--- config.mk ---
export PLATFORM = sky130hd
export DESIGN_NAME = adc_i2s_deserializer
export DESIGN_NICKNAME = d
export VERILOG_FILES = /design/src/rtl/adc_i2s_deserializer.sv
export SDC_FILE = /design/constraint.sdc
export NUM_CORES = 1
export LEC_CHECK = 0
export CAP_MARGIN = 20
export CELL_PAD_IN_SITES_DETAIL_PLACEMENT = 1
export CELL_PAD_IN_SITES_GLOBAL_PLACEMENT = 1
export CORE_ASPECT_RATIO = 2
export CORE_MARGIN = 3
export CORE_UTILIZATION = 30
export CTS_BUF_LIST = sky130_fd_sc_hd__clkbuf_8 sky130_fd_sc_hd__clkbuf_16
export DETAILED_ROUTE_END_ITERATION = 10
export PLACE_DENSITY = 0.67
export REMOVE_ABC_BUFFERS = 1
export SYNTH_ARGS = -nofsm -noshare
export SYNTH_HDL_FRONTEND = slang
export SYNTH_SLANG_ARGS = --single-unit
export TNS_END_PERCENT = 30
--- constraint.sdc ---
create_clock -name hwclk -period 3.1 [get_ports hwclk]
set_input_delay 0.31 -clock hwclk [delete_from_list [all_inputs] [get_ports hwclk]]
set_output_delay 0.31 -clock hwclk [all_outputs]
set_load 0.05 [all_outputs]
--- src/rtl/adc_i2s_deserializer.sv ---
// I2S receive front end for the microphone ADC: generates sck/wsADC, shifts in one
// channel MSB-first and holds the captured sample in a single-entry valid/ready register.
module adc_i2s_deserializer #(
  parameter int CLK_DIV      = 2,
  parameter int SLOT_BITS    = 32,
  parameter int SAMPLE_WIDTH = 16,
  parameter int CHANNEL      = 0
) (
  input  logic                    hwclk,
  input  logic                    reset,
  input  logic                    enable,
  input  logic                    adc_serial_in,
  output logic                    sck,
  output logic                    wsADC,
  output logic [SAMPLE_WIDTH-1:0] sample_out,
  output logic                    sample_valid,
  input  logic                    sample_ready,
  output logic                    overrun
);

  localparam int DIV_W = (CLK_DIV > 1) ? $clog2(CLK_DIV) : 1;
  localparam int CNT_W = $clog2(2 * SLOT_BITS);
  localparam logic [DIV_W-1:0] DIV_LAST = DIV_W'(CLK_DIV - 1);
  localparam logic [CNT_W-1:0] CNT_LAST = CNT_W'(2 * SLOT_BITS - 1);
  localparam logic [CNT_W-1:0] SLOT_LEN = CNT_W'(SLOT_BITS);
  localparam logic [CNT_W-1:0] S_MSB    = CNT_W'(1);
  localparam logic [CNT_W-1:0] S_LSB    = CNT_W'(SAMPLE_WIDTH);
  localparam logic             CH_WS    = (CHANNEL != 0);

  logic [DIV_W-1:0]        div_cnt;
  logic [CNT_W-1:0]        bit_cnt;
  logic [CNT_W-1:0]        bit_cnt_next;
  logic [CNT_W-1:0]        slot_idx;
  logic [SAMPLE_WIDTH-1:0] shift_reg;
  logic [SAMPLE_WIDTH-1:0] shift_base;
  logic [SAMPLE_WIDTH-1:0] word;
  logic                    div_tc;
  logic                    rise_evt;
  logic                    capture;
  logic                    complete;
  logic                    xfer;

  // rise_evt marks the hwclk cycle right after sck went high, so data is taken
  // while sck is high and the completed word lands one hwclk later.
  always_comb begin
    div_tc       = (div_cnt == DIV_LAST);
    bit_cnt_next = (bit_cnt == CNT_LAST) ? '0 : bit_cnt + CNT_W'(1);
    slot_idx     = (bit_cnt >= SLOT_LEN) ? bit_cnt - SLOT_LEN : bit_cnt;
    capture      = enable && rise_evt && (wsADC == CH_WS) &&
                   (slot_idx >= S_MSB) && (slot_idx <= S_LSB);
    complete     = capture && (slot_idx == S_LSB);
    shift_base   = (slot_idx == S_MSB) ? '0 : shift_reg;
    word         = SAMPLE_WIDTH'({shift_base, adc_serial_in});
    xfer         = sample_valid && sample_ready;
  end

  always_ff @(posedge hwclk or negedge reset) begin
    if (!reset) begin
      div_cnt  <= '0;
      sck      <= 1'b0;
      bit_cnt  <= '0;
      wsADC    <= 1'b0;
      rise_evt <= 1'b0;
    end else if (!enable) begin
      div_cnt  <= '0;
      sck      <= 1'b0;
      bit_cnt  <= '0;
      wsADC    <= 1'b0;
      rise_evt <= 1'b0;
    end else begin
      rise_evt <= div_tc && !sck;
      if (div_tc) begin
        div_cnt <= '0;
        sck     <= ~sck;
        // Frame position and ws advance together on the sck falling edge.
        if (sck) begin
          bit_cnt <= bit_cnt_next;
          wsADC   <= (bit_cnt_next >= SLOT_LEN);
        end
      end else begin
        div_cnt <= div_cnt + DIV_W'(1);
      end
    end
  end

  always_ff @(posedge hwclk or negedge reset) begin
    if (!reset) begin
      shift_reg <= '0;
    end else if (!enable) begin
      shift_reg <= '0;
    end else if (capture) begin
      shift_reg <= word;
    end
  end

  // A completion may refill the holding register in the same cycle it is drained.
  always_ff @(posedge hwclk or negedge reset) begin
    if (!reset) begin
      sample_out   <= '0;
      sample_valid <= 1'b0;
      overrun      <= 1'b0;
    end else begin
      overrun <= complete && sample_valid && !sample_ready;
      if (complete && (!sample_valid || sample_ready)) begin
        sample_out   <= word;
        sample_valid <= 1'b1;
      end else if (xfer) begin
        sample_valid <= 1'b0;
      end
    end
  end

endmodule

==> flow_summary.yaml, run 1 <==
floorplanning:
  initial_utilization: 0.3110
  placeableCoreArea_sq_um: 6361
  width_of_the_die_um: 63.42
  placementRows: 41
  die_height_um: 120.8
  floorplan.io_pins: 25
  total_die_area_sq_um: 7663
timing:
  final-setup-viol-count: 0
  final.period_utilization: 0.7236
  timing.final.hold_violations: 0
  worst_clock_skew_ps: 6.243
  layout_setup_ws_ps: 856.9
  timing.slew.headroom: 0.3492
  final.hold.worst_slack_ps: 185.1
  achievable-frequency_mhz: 445.8
  setup_tns_ps: 0
  slew_at_the_pin_closest_to_its_max_slew_limit_ps: 976.2
  final-max-slew-violation-count: 0
  rsz_0062_raised_after_global_routing: "no"
  finalCriticalPeriod_ps: 2243
cts:
  number_of_hold_buffers_added_after_cts: 0
  post_cts.resized_instances: 0
  cts_buffer_depth: 2
  tritoncts: "built"
  number_of_clock_buffers_inserted_by_tritoncts: 5
  clock_latency_of_the_later_clocked_register_in_the_worst_skew_pair_ps: 280
  clkSlewWorstSetupHoldPaths_ps: 60
  clock_sinks: 43
  ctsHtreeMaxLevel: 2
  cts.repair_timing.setup_buffer_count: 0
  clockRootBuffer: "sky130_fd_sc_hd__clkbuf_16"
route:
  drt_pass1_iterations: 4
  drcViolationCount: 0
  avgRoutedWirePerCell_um: 14.04
  totalWireLength_mm: 4.155
  drt_iter0_markers: 19
  post_drt_via_cell_ratio: 4.682
  postRouteAntennaNets: 0
  num_vias: 1386
placed_design:
  placement.setup.worst_slack_ps: 839.9
  quantity_of_i_o_buffers_inserted_on_ports: 24
  finalWeightedCongestion: 0.7578
  placed_cell_area_sq_um: 2262
  hpwl_after_detailed_placement_mm: 3.036
synth:
  synth_area_leader_cell: "sky130_fd_sc_hd__dfrtp_1"
  synthesis.area_sq_um: 1978
  synth_cell_type_count: 33
  postSynth.topFlopCell: "sky130_fd_sc_hd__dfrtp_1"
  cell_count_after_synthesis: 186
  synthMostInstantiatedCell: "sky130_fd_sc_hd__dfrtp_1"
  synth-async-reset-ratio: 1.000
  post_synthesis_sequential_element_count: 43
  synth.top_cell.area_share: 0.5440
  postSynthAreaPerCell_sq_um: 10.64
  yosys-top-cells-count: "43 x sky130_fd_sc_hd__dfrtp_1, 38 x sky130_fd_sc_hd__nand2_1, 26 x sky130_fd_sc_hd__mux2i_1"
  synth_edf_count: 0
  yosysWarnings: 0
  yosys-top-cells-area: "sky130_fd_sc_hd__dfrtp_1 54%, sky130_fd_sc_hd__mux2i_1 13%, sky130_fd_sc_hd__nand2_1 7.2%, sky130_fd_sc_hd__inv_1 3.8%, sky130_fd_sc_hd__ha_1 2.5%"
  synth_sequential_area_ratio: 0.5440
final_layout:
  finalNetCount: 219
  drive_gt1_frac: 0.06667
  antennaDiodeCount: 0
  largest_register_ff_count: 16
  layout.core_utilization: 0.3782
  final_cell_area_sq_um: 2406
  area.growth.synth_to_final_pct: 21.63
  num-fill-cells: 752
critical_path:
  critPathKind: "reg2reg"
  cp.arrival_ps: 2400
  startpoint_type: "flip-flop"
  cp_max_fo: 16
  largest_stage_delay_worst_path_ps: 640
  critical-path-top-delay-family: "simple AND/OR/NAND/NOR gates"
  critical_path.cell_chain: "inv_1, ha_1, nor3b_1, and4_2, mux2_2"
  timing.critical_path.buf_inv: 1
  cp.required_ps: 3260
  crit_slowest_cell: "sky130_fd_sc_hd__and4_2"
  worst_setup_path_end_kind: "flip-flop"
status:
  run_status: "finished, final reports clean"
global_route:
  grt.total_usage: 0.1190
  grt_start_max_net_pins: 44
  first_pass_grt_wire_length_mm: 7.182
  first_global_vias: 1457
  grt-ovfl-total: 0
  grt_antenna_before_repair: 0
pwr:
  worst_ir_drop_vdd_mv: 0.2726
  static-leakage-power_nw: 1.045
  cellPowerDensity_nw_per_um2: 488.7
worst_hold_path:
  holdCritPathClass: "in2async"
flow_run:
  maxCapViolCount: 0
-- worst register-to-register path: cells and delay by family, from the launching register on --
kind          cells  cell delay, ps
simple gates      2            1010
flops             1             450
mux               1             390
fa+ha+maj         1             150
buf+inv           1             130
-- through the flow --
| stage | total power, mW | cells |
|---|---|---|
| after floorplan | 0.6314 | 177 |
| after detailed placement | 0.6741 | 289 |
| after CTS | 1.192 | 296 |
| final | 1.176 | 296 |
| after global routing | 1.225 | 296 |
| after global placement | 0.6728 | 289 |
-- metal layers --
metal,track usage,share of wire,routed length [um]
met5,0,0,0
met4,0.04871,0.021,87
met3,0.01952,0.022,90
met2,0.2161,0.57,2351
met1,0.1352,0.39,1625
-- logic make-up (layout without fill, tap and decap cells) --
family | count (synthesis) | in the layout | synth area share
AOI/OAI and AO/OA | 15 | 15 | 0.05376
xor gates and xnor gates | 2 | 2 | 0.008857
adders and majority gates | 4 | 4 | 0.02530
buffers and inverters | 29 | 53 | 0.07526
DFF | 43 | 43 | 0.5440
muxes | 27 | 27 | 0.1373
and+or+nand+nor | 66 | 66 | 0.1556
-- layout by cell type, fill, tap and decap left out, drive strengths merged, types with 3 or more instances in the layout --
cell type	n
buf	3
mux2i	26
a21oi	3
nor2	7
ha	4
inv	20
clkbuf	6
clkdlybuf4s50	23
nand2	38
o32ai	4
dfrtp	43
or3	3
o21ai	3
nand3	9
-- cell type report --
cell class	instances	area [sq um]	area share
Clock inverter	1	5.005	0.002080
Sequential cell	43	1076	0.4472
Clock buffer	6	138.9	0.05772
Timing Repair Buffer	26	250.2	0.1040
Inverter	20	75.07	0.03120
Multi-Input combinational cell	114	753.2	0.3131
Tap cell	86	107.6	0.04472
-- where the power goes --
part	switching [mW]	internal, mW
Combinational	0.0556	0.0253
Sequential	0.0107	0.570
Clock	0.200	0.314
-- path summary, 6_finish.rpt --
kind	slack, ps	endpoint	startpoint	depth (start not counted)
max in group asynchronous	2300	bit_cnt[4]	reset	1
worst min-delay path	190	sample_out[14]	reset	1
worst max register to register	860	sample_out[0]	bit_cnt[0]	5
min in group hwclk	510	sample_out[0]	sample_out[0]	1
worst max-delay path	860	sample_out[0]	bit_cnt[0]	5
worst min register to register	510	sample_out[0]	sample_out[0]	1
No activity file was read; power rests on OpenSTA's default activity.
==> run 2, diff against run 1 <==
--- a/config.mk
+++ b/config.mk
@@ -13,7 +13,7 @@
 export CORE_UTILIZATION = 30
 export CTS_BUF_LIST = sky130_fd_sc_hd__clkbuf_8 sky130_fd_sc_hd__clkbuf_16
 export DETAILED_ROUTE_END_ITERATION = 10
-export PLACE_DENSITY = 0.67
+export PLACE_DENSITY = 0.7
 export REMOVE_ABC_BUFFERS = 1
 export SYNTH_ARGS = -nofsm -noshare
 export SYNTH_HDL_FRONTEND = slang
==> constraint.sdc (replaced) <==
create_clock -name hwclk -period 1.85 [get_ports hwclk]
set_input_delay 0.185 -clock hwclk [delete_from_list [all_inputs] [get_ports hwclk]]
set_output_delay 0.185 -clock hwclk [all_outputs]
set_load 0.05 [all_outputs]
==> run 2 against run 1 <==
  * Flip-flop and latch count stayed put
  * Register-to-register slack got worse by 710 ps
  * Utilization rose by 1.6 points
  * Die area unchanged
  * Sequential power increased by 68%
  * Clock power up 61%
  * Design area up 4.1%
  * Largest cell class unchanged
  * Global-route usage grew 1.2 points
  * Fmax increased by 32%
==> flow_summary.yaml, run 2 (synthesis gave the netlist of run 1 again) <==
placed_design:
  placed_cell_area_sq_um: 2352
  hpwl_after_detailed_placement_mm: 3.422
  quantity_of_i_o_buffers_inserted_on_ports: 24
  placed_cells: 298
  placement.setup.worst_slack_ps: 30.94
  finalWeightedCongestion: 0.7860
route:
  avgRoutedWirePerCell_um: 14.73
  drt_pass1_iterations: 4
  drt_iter0_markers: 30
  num_vias: 1438
  totalWireLength_mm: 4.523
  postRouteAntennaNets: 0
  drcViolationCount: 0
  post_drt_via_cell_ratio: 4.684
floorplanning:
  placeableCoreArea_sq_um: 6361
  total_die_area_sq_um: 7663
  width_of_the_die_um: 63.42
  floorplan.io_pins: 25
  die_height_um: 120.8
  placementRows: 41
  initial_utilization: 0.3110
timing:
  finalCriticalPeriod_ps: 1701
  final.period_utilization: 0.9193
  timing.slew.headroom: 0.6670
  final.hold.worst_slack_ps: 399.0
  layout_setup_ws_ps: 149.3
  rsz_0062_raised_after_global_routing: "no"
  setup_tns_ps: 0
  final-setup-viol-count: 0
  timing.final.hold_violations: 0
  worst_clock_skew_ps: 3.418
  achievable-frequency_mhz: 588.0
  final-max-slew-violation-count: 0
  slew_at_the_pin_closest_to_its_max_slew_limit_ps: 494.3
critical_path:
  cp_max_fo: 15
  endpoint: "shift_reg[2]"
  cp.arrival_ps: 1870
  worst_r2r_endpoint: "shift_reg[2]"
  cp.required_ps: 2020
  reg2reg_slack_ps: 150
  worst_setup_path_end_kind: "flip-flop"
  critical-path-top-delay-family: "flip-flops"
  largest_stage_delay_worst_path_ps: 380
  critical_path_cell_count: 6
  critPathKind: "reg2reg"
  worst-r2r-cell-count: 6
  r2r-start: "bit_cnt[0]"
  crit_slowest_cell: "sky130_fd_sc_hd__dfrtp_1"
  startpoint_type: "flip-flop"
  timing.critical_path.buf_inv: 2
  worstSetupStartpoint: "bit_cnt[0]"
  critical_path.cell_chain: "buf_4, ha_1, or2b_2, o221a_1, buf_12, mux2i_1"
final_layout:
  num-fill-cells: 750
  antennaDiodeCount: 0
  final_cell_area_sq_um: 2505
  mostFrequentLayoutCells: "43 x sky130_fd_sc_hd__dfrtp_1, 38 x sky130_fd_sc_hd__nand2_1, 26 x sky130_fd_sc_hd__mux2i_1"
  layout.core_utilization: 0.3938
  largest_register_ff_count: 16
  fin_cells: 307
  mostFrequentLayoutCell: "sky130_fd_sc_hd__dfrtp_1"
  finalNetCount: 229
  area.growth.synth_to_final_pct: 26.63
  drive_gt1_frac: 0.1086
status:
  run_status: "finished, final reports clean"
cts:
  clock_latency_of_the_later_clocked_register_in_the_worst_skew_pair_ps: 290
  clockRootBuffer: "sky130_fd_sc_hd__clkbuf_16"
  number_of_clock_buffers_inserted_by_tritoncts: 5
  ctsHtreeMaxLevel: 2
  clkSlewWorstSetupHoldPaths_ps: 60
  tritoncts: "built"
  cts_buffer_depth: 2
  clock_sinks: 43
global_route:
  grt-ovfl-total: 0
  grt_antenna_before_repair: 0
  first_pass_grt_wire_length_mm: 7.741
  grt_start_max_net_pins: 26
  first_global_vias: 1597
  grt.total_usage: 0.1314
pwr:
  post-layout-total-power_mw: 1.954
  worst_ir_drop_vdd_mv: 0.3987
  static-leakage-power_nw: 1.111
  cellPowerDensity_nw_per_um2: 779.9
flow_run:
  maxCapViolCount: 0
worst_hold_path:
  holdCritPathClass: "in2async"
## run 2: cell count changes in the layout (fill, tap and decap cells not counted)
cell,before,now
sky130_fd_sc_hd__nor3b_2,0,1
sky130_fd_sc_hd__dlygate4sd3_1,0,1
sky130_fd_sc_hd__buf_12,0,2
sky130_fd_sc_hd__clkbuf_8,1,0
sky130_fd_sc_hd__clkdlybuf4s50_1,23,22
sky130_fd_sc_hd__nor3b_1,1,0
sky130_fd_sc_hd__inv_1,20,22
sky130_fd_sc_hd__buf_4,2,10
## run 2: area by class of cell
type | instances | area (sq um) | area share
Sequential cell | 43 | 1076 | 0.4296
Clock inverter | 3 | 12.51 | 0.004995
Timing Repair Buffer | 36 | 350.3 | 0.1399
Clock buffer | 5 | 125.1 | 0.04995
Multi-Input combinational cell | 114 | 758.2 | 0.3027
Inverter | 20 | 75.07 | 0.02997
Tap cell | 86 | 107.6 | 0.04296
## run 2: how the worst min path moves through the flow
stage | cells after the start | end | slack, ps
after floorplan | 0 | bit_cnt[0] | -110
after global placement | 1 | sample_out[13] | 160
after detailed placement | 1 | sample_out[13] | 170
after CTS | 2 | sample_out[13] | 390
after global routing | 2 | shift_reg[12] | 440
final | 2 | sample_out[13] | 400
## run 2: repair_timing
item                                    4_1_cts  5_1_grt
hold buffers                                  1        0
setup buffers                                 0        0
endpoints found under the setup margin        0       29
endpoints found under the hold margin        18        0
resized for setup                             0        1
## run 2: worst register-to-register path, stage by stage, from the launching register on
cell and delay (ps):
sky130_fd_sc_hd__dfrtp_1 380, sky130_fd_sc_hd__buf_4 160, sky130_fd_sc_hd__ha_1 220, sky130_fd_sc_hd__or2b_2 300, sky130_fd_sc_hd__o221a_1 240, sky130_fd_sc_hd__buf_12 170
sky130_fd_sc_hd__mux2i_1 130
## run 2: per-layer routing
| layer | GRT usage | share of wire | vias up |
|---|---|---|---|
| met5 | 0 | 0 | - |
| met4 | 0.08119 | 0.037 | 0 |
| met3 | 0.01952 | 0.021 | 12 |
| met2 | 0.2554 | 0.59 | 22 |
| met1 | 0.1231 | 0.36 | 716 |
| li1 | - | - | 688 |
## run 2: report_power, final
part           internal [mW]  total, mW  leakage, nW  switching [mW]
sequential             0.955      0.972        0.520          0.0176
combinational         0.0534      0.151        0.514          0.0977
clock                  0.487      0.830       0.0762           0.343
total                   1.50       1.95         1.11           0.458
==> run 3, diff against run 2 <==
--- a/config.mk
+++ b/config.mk
@@ -13,7 +13,7 @@
 export CORE_UTILIZATION = 30
 export CTS_BUF_LIST = sky130_fd_sc_hd__clkbuf_8 sky130_fd_sc_hd__clkbuf_16
 export DETAILED_ROUTE_END_ITERATION = 10
-export PLACE_DENSITY = 0.7
+export PLACE_DENSITY = 0.72
 export REMOVE_ABC_BUFFERS = 1
 export SYNTH_ARGS = -nofsm -noshare
 export SYNTH_HDL_FRONTEND = slang
==> run 3 against run 2 <==
  * Critical path depth unchanged
  * Fmax down 2.9%
  * Sequential power about the same
  * Register-to-register slack worse by 50 ps
  * Cell count up 0.33%
  * Utilization up 0.79 points
  * Design area up 2.0%
  * Combinational power up 5%
  * Critical path type unchanged
  * Highest routed layer unchanged
==> flow_summary.yaml, run 3 (synthesis gave the netlist of run 1 again) <==
status:
  run_status: "finished, final reports clean"
route:
  num_vias: 1458
  post_drt_via_cell_ratio: 4.734
  avgRoutedWirePerCell_um: 14.98
  postRouteAntennaNets: 0
  drt_pass1_iterations: 4
  totalWireLength_mm: 4.615
  drcViolationCount: 0
  drt_iter0_markers: 80
global_route:
  first_pass_grt_wire_length_mm: 7.817
  grt_start_max_net_pins: 24
  groute.layer.met1.usage: 0.1265
  grt_antenna_before_repair: 0
  met2_demand_to_capacity_share_in_global_routing: 0.2613
  first_global_vias: 1588
  grt.total_usage: 0.1350
  grt-ovfl-total: 0
  grtUsageMet3: 0.02602
  globalRoute.busiestLayer: "met2"
final_layout:
  mostFrequentLayoutCell: "sky130_fd_sc_hd__dfrtp_1"
  largest_register_ff_count: 16
  drive_gt1_frac: 0.1216
  antennaDiodeCount: 0
  register_area_sq_um: 1076
  fin_cells: 308
  multi_input_area_sq_um: 764.5
  layout.core_utilization: 0.4017
  num-fill-cells: 754
  mostFrequentLayoutCells: "43 x sky130_fd_sc_hd__dfrtp_1, 38 x sky130_fd_sc_hd__nand2_1, 26 x sky130_fd_sc_hd__mux2i_1"
  area.growth.synth_to_final_pct: 29.16
  finalNetCount: 230
critical_path:
  cp.required_ps: 2030
  critPathKind: "reg2reg"
  worst-r2r-cell-count: 6
  r2r-start: "bit_cnt[0]"
  cp.arrival_ps: 1930
  reg2reg_slack_ps: 100
  cp_max_fo: 6
  startpoint_type: "flip-flop"
  worst_r2r_endpoint: "shift_reg[5]"
  worst_setup_path_end_kind: "flip-flop"
floorplanning:
  die_height_um: 120.8
  width_of_the_die_um: 63.42
  total_die_area_sq_um: 7663
  placeableCoreArea_sq_um: 6361
  placementRows: 41
  floorplan.io_pins: 25
  initial_utilization: 0.3110
timing:
  timing.final.hold_violations: 0
  final.period_utilization: 0.9468
  achievable-frequency_mhz: 570.9
  setup_tns_ps: 0
  worst_clock_skew_ps: 2.932
  timing.slew.headroom: 0.6495
  rsz_0062_raised_after_global_routing: "no"
  final-max-slew-violation-count: 0
  final-setup-viol-count: 0
  layout_setup_ws_ps: 98.43
  slew_at_the_pin_closest_to_its_max_slew_limit_ps: 525.7
  finalCriticalPeriod_ps: 1752
cts:
  tritoncts: "built"
  clock_sinks: 43
  cts.repair_timing.setup_buffer_count: 0
  number_of_clock_buffers_inserted_by_tritoncts: 5
  ctsHtreeMaxLevel: 2
  clkSlewWorstSetupHoldPaths_ps: 60
  clockRootBuffer: "sky130_fd_sc_hd__clkbuf_16"
  cts_buffer_depth: 2
  clock_latency_of_the_later_clocked_register_in_the_worst_skew_pair_ps: 290
worst_hold_path:
  holdCritPathClass: "in2async"
placed_design:
  quantity_of_i_o_buffers_inserted_on_ports: 24
  hpwl_after_detailed_placement_mm: 3.486
  placement.setup.worst_slack_ps: 43.40
  finalWeightedCongestion: 0.7257
  placed_cells: 299
flow_run:
  maxCapViolCount: 0
pwr:
  static-leakage-power_nw: 1.129
  worst_ir_drop_vdd_mv: 0.3615
  cellPowerDensity_nw_per_um2: 850.4
-- run 3: cell types whose count changed in the layout (fill, tap and decap cells not counted), sizes merged --
cell    previous run  this run
inv               22        20
buf               13        14
bufinv             0         1
clkbuf             5         6
-- run 3: layout make-up --
cell class,instances,area share
clock buffer,6,0.05436
clock inverter,2,0.01371
inverter,20,0.02938
multi-input combinational,114,0.2992
sequential,43,0.4212
tap,86,0.04212
timing repair buffer,37,0.1401
-- run 3: layer usage --
metal,share of wire,vias to the layer above
met3,0.027,8
met5,0,-
met4,0.032,0
met2,0.60,22
met1,0.34,739
li1,-,689
-- run 3: stage by stage --
step                      power (mW)  hold WS, ps  cell area [sq um]
final                          2.173        400.1               2555
after global routing           2.243        455.5               2555
after CTS                      2.189        413.7               2544
after detailed placement       1.145        182.2               2360
after global placement         1.142        183.5               2360
after floorplan                1.058       -110.6               1904
-- run 3: how the worst max path moves through the flow --
stage          slack, ps  cells after the start              to  startpoint
6_report             100                      6    shift_reg[5]  bit_cnt[0]
5_1_grt               20                      6  sample_out[13]  bit_cnt[1]
4_1_cts                9                      6   sample_out[9]  bit_cnt[1]
3_5_place_dp          40                      6   sample_out[9]  bit_cnt[1]
3_3_place_gp         120                      6  sample_out[13]  bit_cnt[1]
2_1_floorplan       -130                      5   sample_out[0]  bit_cnt[0]
-- run 3: worst max-delay path, stage by stage, from the launching register on --
cell                      delay (ps)
sky130_fd_sc_hd__dfrtp_1         380
sky130_fd_sc_hd__buf_4           160
sky130_fd_sc_hd__ha_1            220
sky130_fd_sc_hd__or2b_2          290
sky130_fd_sc_hd__o221a_1         270
sky130_fd_sc_hd__buf_4           180
sky130_fd_sc_hd__o32ai_1         140
-- run 3: timing repair --
item,in CTS,in global routing
endpoints found under the setup margin,0,31
endpoints found under the hold margin,20,0
hold buffers,1,0
resized for setup,0,2
-- run 3: power by group --
group          internal [mW]  switching [mW]  leakage, nW
Sequential             0.954          0.0180        0.520
Combinational         0.0580           0.101        0.522
Clock                  0.671           0.370       0.0868
